### config.mk
export PLATFORM = sky130hd
export DESIGN_NAME = mem_arbiter
export DESIGN_NICKNAME = d
export VERILOG_FILES = /design/src/rtl/mem_arbiter_pkg.sv /design/src/rtl/rr_arbiter2.sv /design/src/rtl/mem_arbiter.sv
export SDC_FILE = /design/constraint.sdc
export NUM_CORES = 1
export LEC_CHECK = 0
export CORE_ASPECT_RATIO = 1.1
export CORE_MARGIN = 2
export CORE_UTILIZATION = 43
export CTS_CLUSTER_SIZE = 14
export DETAILED_ROUTE_END_ITERATION = 6
export PLACE_DENSITY = 0.85
export SLEW_MARGIN = 10
export SYNTH_ARGS = -nofsm -noshare
export SYNTH_HDL_FRONTEND = slang
export SYNTH_SLANG_ARGS = --single-unit
### constraint.sdc
create_clock -name clk -period 3.15 [get_ports clk]
set_clock_uncertainty 0.05 [all_clocks]
set_input_delay 0.4725 -clock clk [delete_from_list [all_inputs] [get_ports clk]]
set_output_delay 0.4725 -clock clk [all_outputs]
set_load 0.05 [all_outputs]
### src/rtl/mem_arbiter_pkg.sv
// Shared types for the two-port memory arbiter: FSM states, port select,
// and the word-alignment mask.
package mem_arbiter_pkg;

    typedef enum logic [2:0] {
        ST_IDLE    = 3'd0,
        ST_SETUP   = 3'd1,
        ST_STROBE1 = 3'd2,
        ST_STROBE2 = 3'd3,
        ST_RESP    = 3'd4
    } state_t;

    typedef enum logic {
        PORT_IF = 1'b0,
        PORT_LS = 1'b1
    } port_t;

    localparam logic [1:0] WORD_ALIGN_MASK = 2'b11;

endpackage

### src/rtl/rr_arbiter2.sv
// Two-way round-robin grant. The last-grant register only moves when the
// caller accepts the grant, so a tie always goes to the port not served last.
module rr_arbiter2
    import mem_arbiter_pkg::*;
(
    input  logic  clk,
    input  logic  rst,
    input  logic  req_if,
    input  logic  req_ls,
    input  logic  accept,
    output logic  grant_valid,
    output port_t grant
);

    port_t last;

    always_comb begin
        grant_valid = req_if | req_ls;
        grant       = PORT_IF;
        if (req_if && req_ls) begin
            grant = (last == PORT_LS) ? PORT_IF : PORT_LS;
        end else if (req_ls) begin
            grant = PORT_LS;
        end
    end

    always_ff @(posedge clk) begin
        if (rst) begin
            last <= PORT_LS;
        end else if (accept && grant_valid) begin
            last <= grant;
        end
    end

endmodule

### src/rtl/mem_arbiter.sv
// Serialises an instruction-fetch port and a load/store port onto one
// word-wide memory with a five-state strobe sequence per transaction.
module mem_arbiter
    import mem_arbiter_pkg::*;
#(
    parameter int ADDR_W    = 32,
    parameter int DATA_W    = 32,
    parameter int MEM_BYTES = 4096
) (
    input  logic              clk,
    input  logic              rst,
    input  logic              if_req,
    input  logic [ADDR_W-1:0] if_addr,
    output logic              if_ready,
    output logic [DATA_W-1:0] if_rdata,
    output logic              if_err,
    input  logic              ls_req,
    input  logic              ls_we,
    input  logic [ADDR_W-1:0] ls_addr,
    input  logic [DATA_W-1:0] ls_wdata,
    output logic              ls_ready,
    output logic [DATA_W-1:0] ls_rdata,
    output logic              ls_err,
    output logic [ADDR_W-1:0] mem_addr,
    output logic [DATA_W-1:0] bus_out,
    output logic              bus_oe,
    input  logic [DATA_W-1:0] bus_in,
    output logic              mem_read,
    output logic              mem_write,
    output state_t            dbg_state
);

    localparam logic [ADDR_W-1:0] LAST_WORD = ADDR_W'(MEM_BYTES - 4);

    state_t            state;
    port_t             grant;
    port_t             cur_port;
    logic              grant_valid;
    logic              cur_we;
    logic [ADDR_W-1:0] sel_addr;
    logic              sel_we;
    logic              sel_bad;

    rr_arbiter2 u_rr (
        .clk         (clk),
        .rst         (rst),
        .req_if      (if_req),
        .req_ls      (ls_req),
        .accept      (state == ST_IDLE),
        .grant_valid (grant_valid),
        .grant       (grant)
    );

    always_comb begin
        sel_addr = (grant == PORT_LS) ? ls_addr : if_addr;
        sel_we   = (grant == PORT_LS) && ls_we;
        sel_bad  = ((sel_addr[1:0] & WORD_ALIGN_MASK) != 2'b00) || (sel_addr > LAST_WORD);
    end

    assign dbg_state = state;

    // Port inputs are only looked at in IDLE; everything after that runs
    // from the latched cur_port / cur_we / mem_addr / bus_out.
    always_ff @(posedge clk) begin
        if (rst) begin
            state     <= ST_IDLE;
            cur_port  <= PORT_LS;
            cur_we    <= 1'b0;
            mem_addr  <= '0;
            bus_out   <= '0;
            bus_oe    <= 1'b0;
            mem_read  <= 1'b0;
            mem_write <= 1'b0;
            if_ready  <= 1'b0;
            ls_ready  <= 1'b0;
            if_err    <= 1'b0;
            ls_err    <= 1'b0;
            if_rdata  <= '0;
            ls_rdata  <= '0;
        end else begin
            case (state)
                ST_IDLE: begin
                    if (grant_valid) begin
                        cur_port <= grant;
                        cur_we   <= sel_we;
                        if (sel_bad) begin
                            // Rejected requests skip the memory entirely.
                            state <= ST_RESP;
                            if (grant == PORT_LS) begin
                                ls_ready <= 1'b1;
                                ls_err   <= 1'b1;
                            end else begin
                                if_ready <= 1'b1;
                                if_err   <= 1'b1;
                            end
                        end else begin
                            state    <= ST_SETUP;
                            mem_addr <= sel_addr;
                            bus_oe   <= sel_we;
                            if (sel_we) begin
                                bus_out <= ls_wdata;
                            end
                        end
                    end
                end
                ST_SETUP: begin
                    state     <= ST_STROBE1;
                    mem_read  <= !cur_we;
                    mem_write <= cur_we;
                end
                ST_STROBE1: begin
                    state <= ST_STROBE2;
                end
                ST_STROBE2: begin
                    state     <= ST_RESP;
                    mem_read  <= 1'b0;
                    mem_write <= 1'b0;
                    bus_oe    <= 1'b0;
                    if (cur_port == PORT_LS) begin
                        ls_ready <= 1'b1;
                        if (!cur_we) begin
                            ls_rdata <= bus_in;
                        end
                    end else begin
                        if_ready <= 1'b1;
                        if_rdata <= bus_in;
                    end
                end
                ST_RESP: begin
                    state    <= ST_IDLE;
                    if_ready <= 1'b0;
                    ls_ready <= 1'b0;
                    if_err   <= 1'b0;
                    ls_err   <= 1'b0;
                end
                default: begin
                    state <= ST_IDLE;
                end
            endcase
        end
    end

endmodule

==> metrics.md, run 1 <==
| Metric | Value |
|---|---|
| Tcrit/Tclk final | 79.4% |
| Skew-Pair Late Insertion Delay | 400 ps |
| Crit path kind | reg -> out |
| Clk root buf | clkbuf_16 |
| Crit Path Max Fanout | 12 |
| Number of fill cells | 923 |
| Outcome | completed |
| Initial antenna violation count | 0 |
| Post-synth top area share | 52.2% |
| IO Port Bufs | 270 |
| Share of layout cells above drive strength 1 | 9.12% |
| Post-Synthesis Net Count | 708 |
| Reg2Reg Setup Slack | 810 ps |
| TritonCTS Buffers | 17 |
| Drt wl/cell | 16.2 microns |
| CTS tree | built |
| Post-DRT Antenna Nets | 0 |
| Post-synthesis mux area share | 10.8% |
| Die Width | 111 microns |
| Hold Startpoint | ls_rdata[29]$_SDFFE_PP0P_ |
| Final-report max-slew violation count | 0 |
| Crit. End Element | output port |
| Largest net degree at the start of global routing | 95 |
| Maximum operating frequency | 0.400 GHz |
| Non-filler cells, final | 998 |
| DRT iter0 DRCs | 309 |
| Nets | 965 |
| Worst VDD drop | 402 uV |
| Final hold violation count | 0 |
| R2r endpoint | ls_rdata[15]$_SDFFE_PP0P_ |
| Reg2reg path depth | 5 |
| Relative slew slack | 22.8% |
| Flops & latches, synth | 140 |
| Core footprint | 12100 sq um |
| # IOs | 271 |
| Final GP Congestion | 0.864 |
| Worst min path class | reg -> reg |
| Detail Placement HPWL | 12.2 mm |
| Vias in the first global route | 5193 |
| Max_cap viols | 0 |
| Compound-Gate Fraction of Synth Area | 9.07% |
| Via-to-Cell Ratio | 5.04 |
| Synth Cell Area | 5370 sq um |
| Worst R2R Start | dbg_state[0]$_SDFFE_PP0N_ |
| Mean Syn Cell Area | 9.33 sq um |
| Worst EP required | 2630 ps |
| Mapped Cells | 575 |
| Quantity of gates resized following cts | 0 |
| P_leak | 0.00304 uW |
| Top area cells in the synthesized netlist | dfxtp_1, nand2_1, mux2i_1 |
| Most common cell after layout, fill and taps aside | clkdlybuf4s50_1 |
| Post-Place Cells | 967 |
| EDFF count, synth | 0 |
| Synth Area in XOR/XNOR | 0.163% |
| Largest area contributor in the netlist | dfxtp_1 |
| Simple logic cell fraction of the synthesized area | 23.9% |
| CP top delay family | buffers and inverters |
| Worst-path cell chain | clkdlybuf4s50_1 |
| Number of diodes | 0 |
| Unrepaired setup endpoints after global routing | false |
| Hold-fix buffers, CTS | 0 |
| CTS Buffer Depth | 2 |
| Die Ht | 121 microns |
| Critical path data arrival time | 1980 ps |
| Pre-antenna DRT Iters | 4 |
| CP peak stage delay | 940 ps |
| CP max stage cell | clkdlybuf4s50_1 |
| Clk pin slew, worst setup/hold paths | 60 ps |
| Setup TNS | 0 ps |
| First-pass GRT wire length | 25.5 mm |
| GRT overflow | 0 |
| Postcts setup bufs | 0 |
| Total number of vias | 5031 |
| Initial Util | 44.4% |
| Core Rows | 42 |
| Final Critical Period | 2500 ps |
| Sequential fraction of the synthesis area | 52.2% |
| Final wirelength | 16.2 mm |
| Final Setup Violations | 0 |
| # DRC | 0 |
| Adder-Cell Fraction of Synth Area | 0% |
| Clock sink count | 140 |
| Ys Warns | 0 |
| Synth cell types | 46 |
| Least-Margin Pin Slew | 1160 ps |
| Worst hold path endpoint | ls_rdata[29]$_SDFFE_PP0P_ |
| Combinational family with the most area after synthesis | simple AND/OR/NAND/NOR gates |
| CP Buf/Inv Count | 1 |
| H-tree Lvls | 4 |
| Crit start category | register |
| GRT Overall Usage | 23.7% |
| Async set-reset flop share out of synthesis | 0% |
| Die ar. | 13400 sq um |
| Pwr Density | 450 nW/um^2 |
| Layout area overhead | 62.1% |
| Top_reg_cell synth | dfxtp_1 |
| WHS Path Cells | 2 |
| Most frequent cells in the layout | clkdlybuf4s50_1, dfxtp_1, nand2_1 |
metal layers:
metal / vias to the layer above / track usage [%] / wire length, microns
li1: 2446 / - / -
met1: 2359 / 26.7 / 6550
met2: 187 / 41.0 / 8070
met3: 39 / 7.54 / 1120
met4: 0 / 11.1 / 476
met5: - / 0 / 0
layout make-up:
cell class,instances,area [sq um],share of cell area (%)
clock inverters,7,65.1,0.748
inverters,1,3.75,0.0431
flip-flops and latches,140,2800,32.2
repair buffers,279,2790,32.1
multi-input cells,393,2360,27.1
clock buffers,24,482,5.54
well taps,154,193,2.21
how the worst max path moves through the flow:
stage | end | cells after the start | from
finish | dbg_state[2] | 1 | dbg_state[2]$_SDFFE_PP0N_
global placement | bus_out[24]$_SDFFE_PP0P_ | 7 | ls_addr[30]
detailed placement | bus_out[21]$_SDFFE_PP0P_ | 7 | ls_addr[30]
floorplan | bus_out[10]$_SDFFE_PP0P_ | 9 | dbg_state[1]$_SDFFE_PP0N_
CTS | dbg_state[2] | 1 | dbg_state[2]$_SDFFE_PP0N_
global route | dbg_state[2] | 1 | dbg_state[2]$_SDFFE_PP0N_
stage by stage:
| stage | total power (uW) | utilization [%] | cell area [sq um] | hold WS, ps | setup WS [ps] |
|---|---|---|---|---|---|
| 3_5_place_dp | 2120 | 67.5 | 8150 | 397 | 377 |
| 6_report | 3920 | 72.0 | 8700 | 402 | 650 |
| 3_3_place_gp | 2110 | 67.5 | 8150 | 390 | 475 |
| 2_1_floorplan | 1920 | - | 5370 | 416 | 991 |
| 4_1_cts | 3950 | 72.0 | 8700 | 404 | 634 |
| 5_1_grt | 4030 | 72.0 | 8700 | 421 | 574 |
cells in the mapped netlist (3+ instances only):
cell type    n
nor3b_2     20
nor4_1       7
buf_6        5
nand2_1    135
clkbuf_1    26
dfxtp_1    140
nor3_1       4
nor2_1      51
mux2_4      10
nor2b_1     13
nand3_1      3
mux2i_1     43
a21oi_1     71
buf_2        7
registers in the layout, summed over array words and instances (netlist names), 3 cells and up:
signal / cells
if_rdata: 32
dbg_state: 3
bus_out: 32
ls_rdata: 32
mem_addr: 32
power breakdown:
group,switching [uW],total (uW),leakage [uW],internal [uW]
combinational,115,295,0.00164,180
sequential,11.3,1790,0.00113,1780
clock,694,1830,0.000266,1140
cells by family (layout without fill, tap and decap cells):
family                    after synthesis  after routing
buffers and inverters                  42            311
DFF                                   140            140
and+or+nand+nor                       253            253
AOI/OAI and AO/OA                      86             86
muxes                                  53             53
xor gates and xnor gates                1              1
Power figures use the tool's default switching activity.
==> run 2: changes to the inputs <==
--- a/config.mk
+++ b/config.mk
@@ -7,10 +7,10 @@
 export LEC_CHECK = 0
 export CORE_ASPECT_RATIO = 1.1
 export CORE_MARGIN = 2
-export CORE_UTILIZATION = 43
+export CORE_UTILIZATION = 36
 export CTS_CLUSTER_SIZE = 14
 export DETAILED_ROUTE_END_ITERATION = 6
-export PLACE_DENSITY = 0.85
+export PLACE_DENSITY = 0.76
 export SLEW_MARGIN = 10
 export SYNTH_ARGS = -nofsm -noshare
 export SYNTH_HDL_FRONTEND = slang
==> constraint.sdc (replaced) <==
create_clock -name clk -period 2.3 [get_ports clk]
set_clock_uncertainty 0.05 [all_clocks]
set_input_delay 0.345 -clock clk [delete_from_list [all_inputs] [get_ports clk]]
set_output_delay 0.345 -clock clk [all_outputs]
set_load 0.05 [all_outputs]
==> metrics.md, run 2 (same netlist as run 1, synthesis figures left out) <==
| Metric | Value |
|---|---|
| Outcome | completed |
| Tcrit/Tclk final | 94.9% |
| P_leak | 0.00314 uW (+3.4%) |
| Worst-path cell chain | clkdlybuf4s50_1 |
| Pre-antenna DRT Iters | 4 (unchanged) |
| Drt wl/cell | 14.8 microns (-9.1%) |
| CP max stage cell | clkdlybuf4s50_1 |
| Worst VDD drop | 450 uV (+12%) |
| CP Buf/Inv Count | 1 (unchanged) |
| Clk root buf | clkbuf_16 |
| Register area | 2800 sq um (unchanged) |
| Met3 usage | 7.92% (+0.37 points) |
| H-tree Lvls | 4 (unchanged) |
| # DRC | 0 (unchanged) |
| GRT met1 Usage | 23.4% (-3.3 points) |
| Crit. End Element | output port |
| Crit start category | register |
| Crit path kind | reg -> out |
| Skew-Pair Late Insertion Delay | 400 ps (about the same) |
| Initial Util | 37.0% (-7.4 points) |
| Worst EP required | 1900 ps (-730 ps) |
| Final Critical Period | 2180 ps |
| Combinational cell fraction of total power | 7.6% (about the same) |
| GRT Overall Usage | 19.5% (-4.2 points) |
| Total number of vias | 4904 (-2.5%) |
| Final-report max-slew violation count | 0 (unchanged) |
| Relative slew slack | 50.9% (+28 points) |
| # IOs | 271 (unchanged) |
| First-pass GRT wire length | 24.6 mm (-3.5%) |
| Multi-input gate area | 2360 sq um (unchanged) |
| Final hold violation count | 0 (unchanged) |
| Die Ht | 132 microns (+9.0%) |
| Pwr Density | 619 nW/um^2 (+38%) |
| Design area | 8910 sq um (+2.4%) |
| Max_cap viols | 0 (unchanged) |
| Maximum operating frequency | 0.458 GHz |
| Final hold slack | 402 ps (-0.674 ps) |
| Die Width | 120 microns (+9.0%) |
| Most common cell after layout, fill and taps aside | clkdlybuf4s50_1 |
| Detail Placement HPWL | 11.1 mm (-9.0%) |
| Layout area overhead | 66.0% |
| Hold-fix buffers, CTS | 0 (unchanged) |
| Most frequent cells in the layout | clkdlybuf4s50_1, dfxtp_1, nand2_1 |
| Unrepaired setup endpoints after global routing | false |
| CP peak stage delay | 910 ps (-30 ps) |
| GRT overflow | 0 (unchanged) |
| Crit Path Max Fanout | 8 (-4) |
| TritonCTS Buffers | 17 (unchanged) |
| Share of layout cells above drive strength 1 | 11.3% (+2.2 points) |
| IO Port Bufs | 270 (unchanged) |
| Quantity of gates resized following cts | 0 (unchanged) |
| Nets | 981 (+1.7%) |
| Core footprint | 14500 sq um (+20%) |
| Largest net degree at the start of global routing | 67 (-29%) |
| Final wirelength | 15.5 mm (-4.2%) |
| DRT iter0 DRCs | 295 (-4.5%) |
| Seq pwr share | 44.4% (-1.3 points) |
| Final Setup Violations | 0 (unchanged) |
| Number of fill cells | 1237 (+34%) |
| Vias in the first global route | 4748 (-8.6%) |
| Met2 usage | 31.5% (-9.6 points) |
| CTS tree | built |
| Post-DRT Antenna Nets | 0 (unchanged) |
| Via-to-Cell Ratio | 4.66 (-7.5%) |
| Final GP Congestion | 0.829 (-4.0%) |
| Switching Fraction | 21.3% (+0.35 points) |
| Clock network fraction of design power | 48.1% (+1.3 points) |
| Least-Margin Pin Slew | 737 ps (-421 ps) |
| Critical path data arrival time | 1790 ps (-190 ps) |
| Core Rows | 46 (+9.5%) |
| CTS Buffer Depth | 2 (unchanged) |
| Die ar. | 15900 sq um (+19%) |
| Worst min path class | reg -> reg |
| Clock sink count | 140 (unchanged) |
| CP top delay family | buffers and inverters |
| Placed cell area | 8330 sq um (+2.1%) |
| Initial antenna violation count | 0 (unchanged) |
| Number of diodes | 0 (unchanged) |
| Postcts setup bufs | 0 (unchanged) |
| Grt peak-use layer | met2 |
| NetSw | 1170 uW (+43%) |
| Int Power | 4340 uW (+40%) |
| Clk pin slew, worst setup/hold paths | 60 ps (about the same) |
[run 2: changes by cell type in the layout (fill, tap and decap cells not counted)]
cell	before	now
clkinv_4	0	2
clkbuf_8	3	2
clkbuf_1	4	2
inv_6	0	1
bufinv_16	1	2
clkinv_2	4	3
buf_12	2	3
clkdlybuf4s50_1	269	267
buf_4	8	25
[run 2: final timing paths]
kind,startpoint,end,slack [ps],cells after the start
hold reg to reg,ls_rdata[2]$_SDFFE_PP0P_,ls_rdata[2]$_SDFFE_PP0P_,400,2
setup reg to reg,dbg_state[0]$_SDFFE_PP0N_,bus_out[1]$_SDFFE_PP0P_,370,6
hold / removal,ls_rdata[2]$_SDFFE_PP0P_,ls_rdata[2]$_SDFFE_PP0P_,400,2
setup / recovery,dbg_state[0]$_SDFFE_PP0N_,dbg_state[0],120,1
[run 2: cell type report]
cell class              count  area share [%]
multi-input cells         393            26.5
clock buffers              21            5.17
flip-flops and latches    140            31.5
repair buffers            295            32.8
inverters                   1          0.0421
clock inverters            10            1.31
well taps                 192            2.70
[run 2: stage by stage]
stage / total power, uW / worst slack, ps / utilization, % / setup TNS [ps] / instances
floorplan: 2630 / 141 / - / 0 / 575
global placement: 2920 / -171 / 57.4 / -9550 / 1021
detailed placement: 2920 / -208 / 57.4 / -11570 / 1021
CTS: 5580 / 93.4 / 61.4 / 0 / 1052
global route: 5710 / 30.8 / 61.4 / 0 / 1052
finish: 5520 / 117 / 61.4 / 0 / 1052
[run 2: power by group through the flow]
stage	clock network [uW]	registers (uW)	logic, uW
2_1_floorplan	0	2520	106
3_3_place_gp	0	2500	416
3_5_place_dp	0	2500	417
4_1_cts	2710	2450	419
5_1_grt	2820	2450	449
6_report	2650	2450	417
[run 2: metal layers]
layer	share of wire, %	vias up
met3	9.0	23
met5	0	-
li1	-	2475
met1	42	2235
met2	47	171
met4	2.0	0
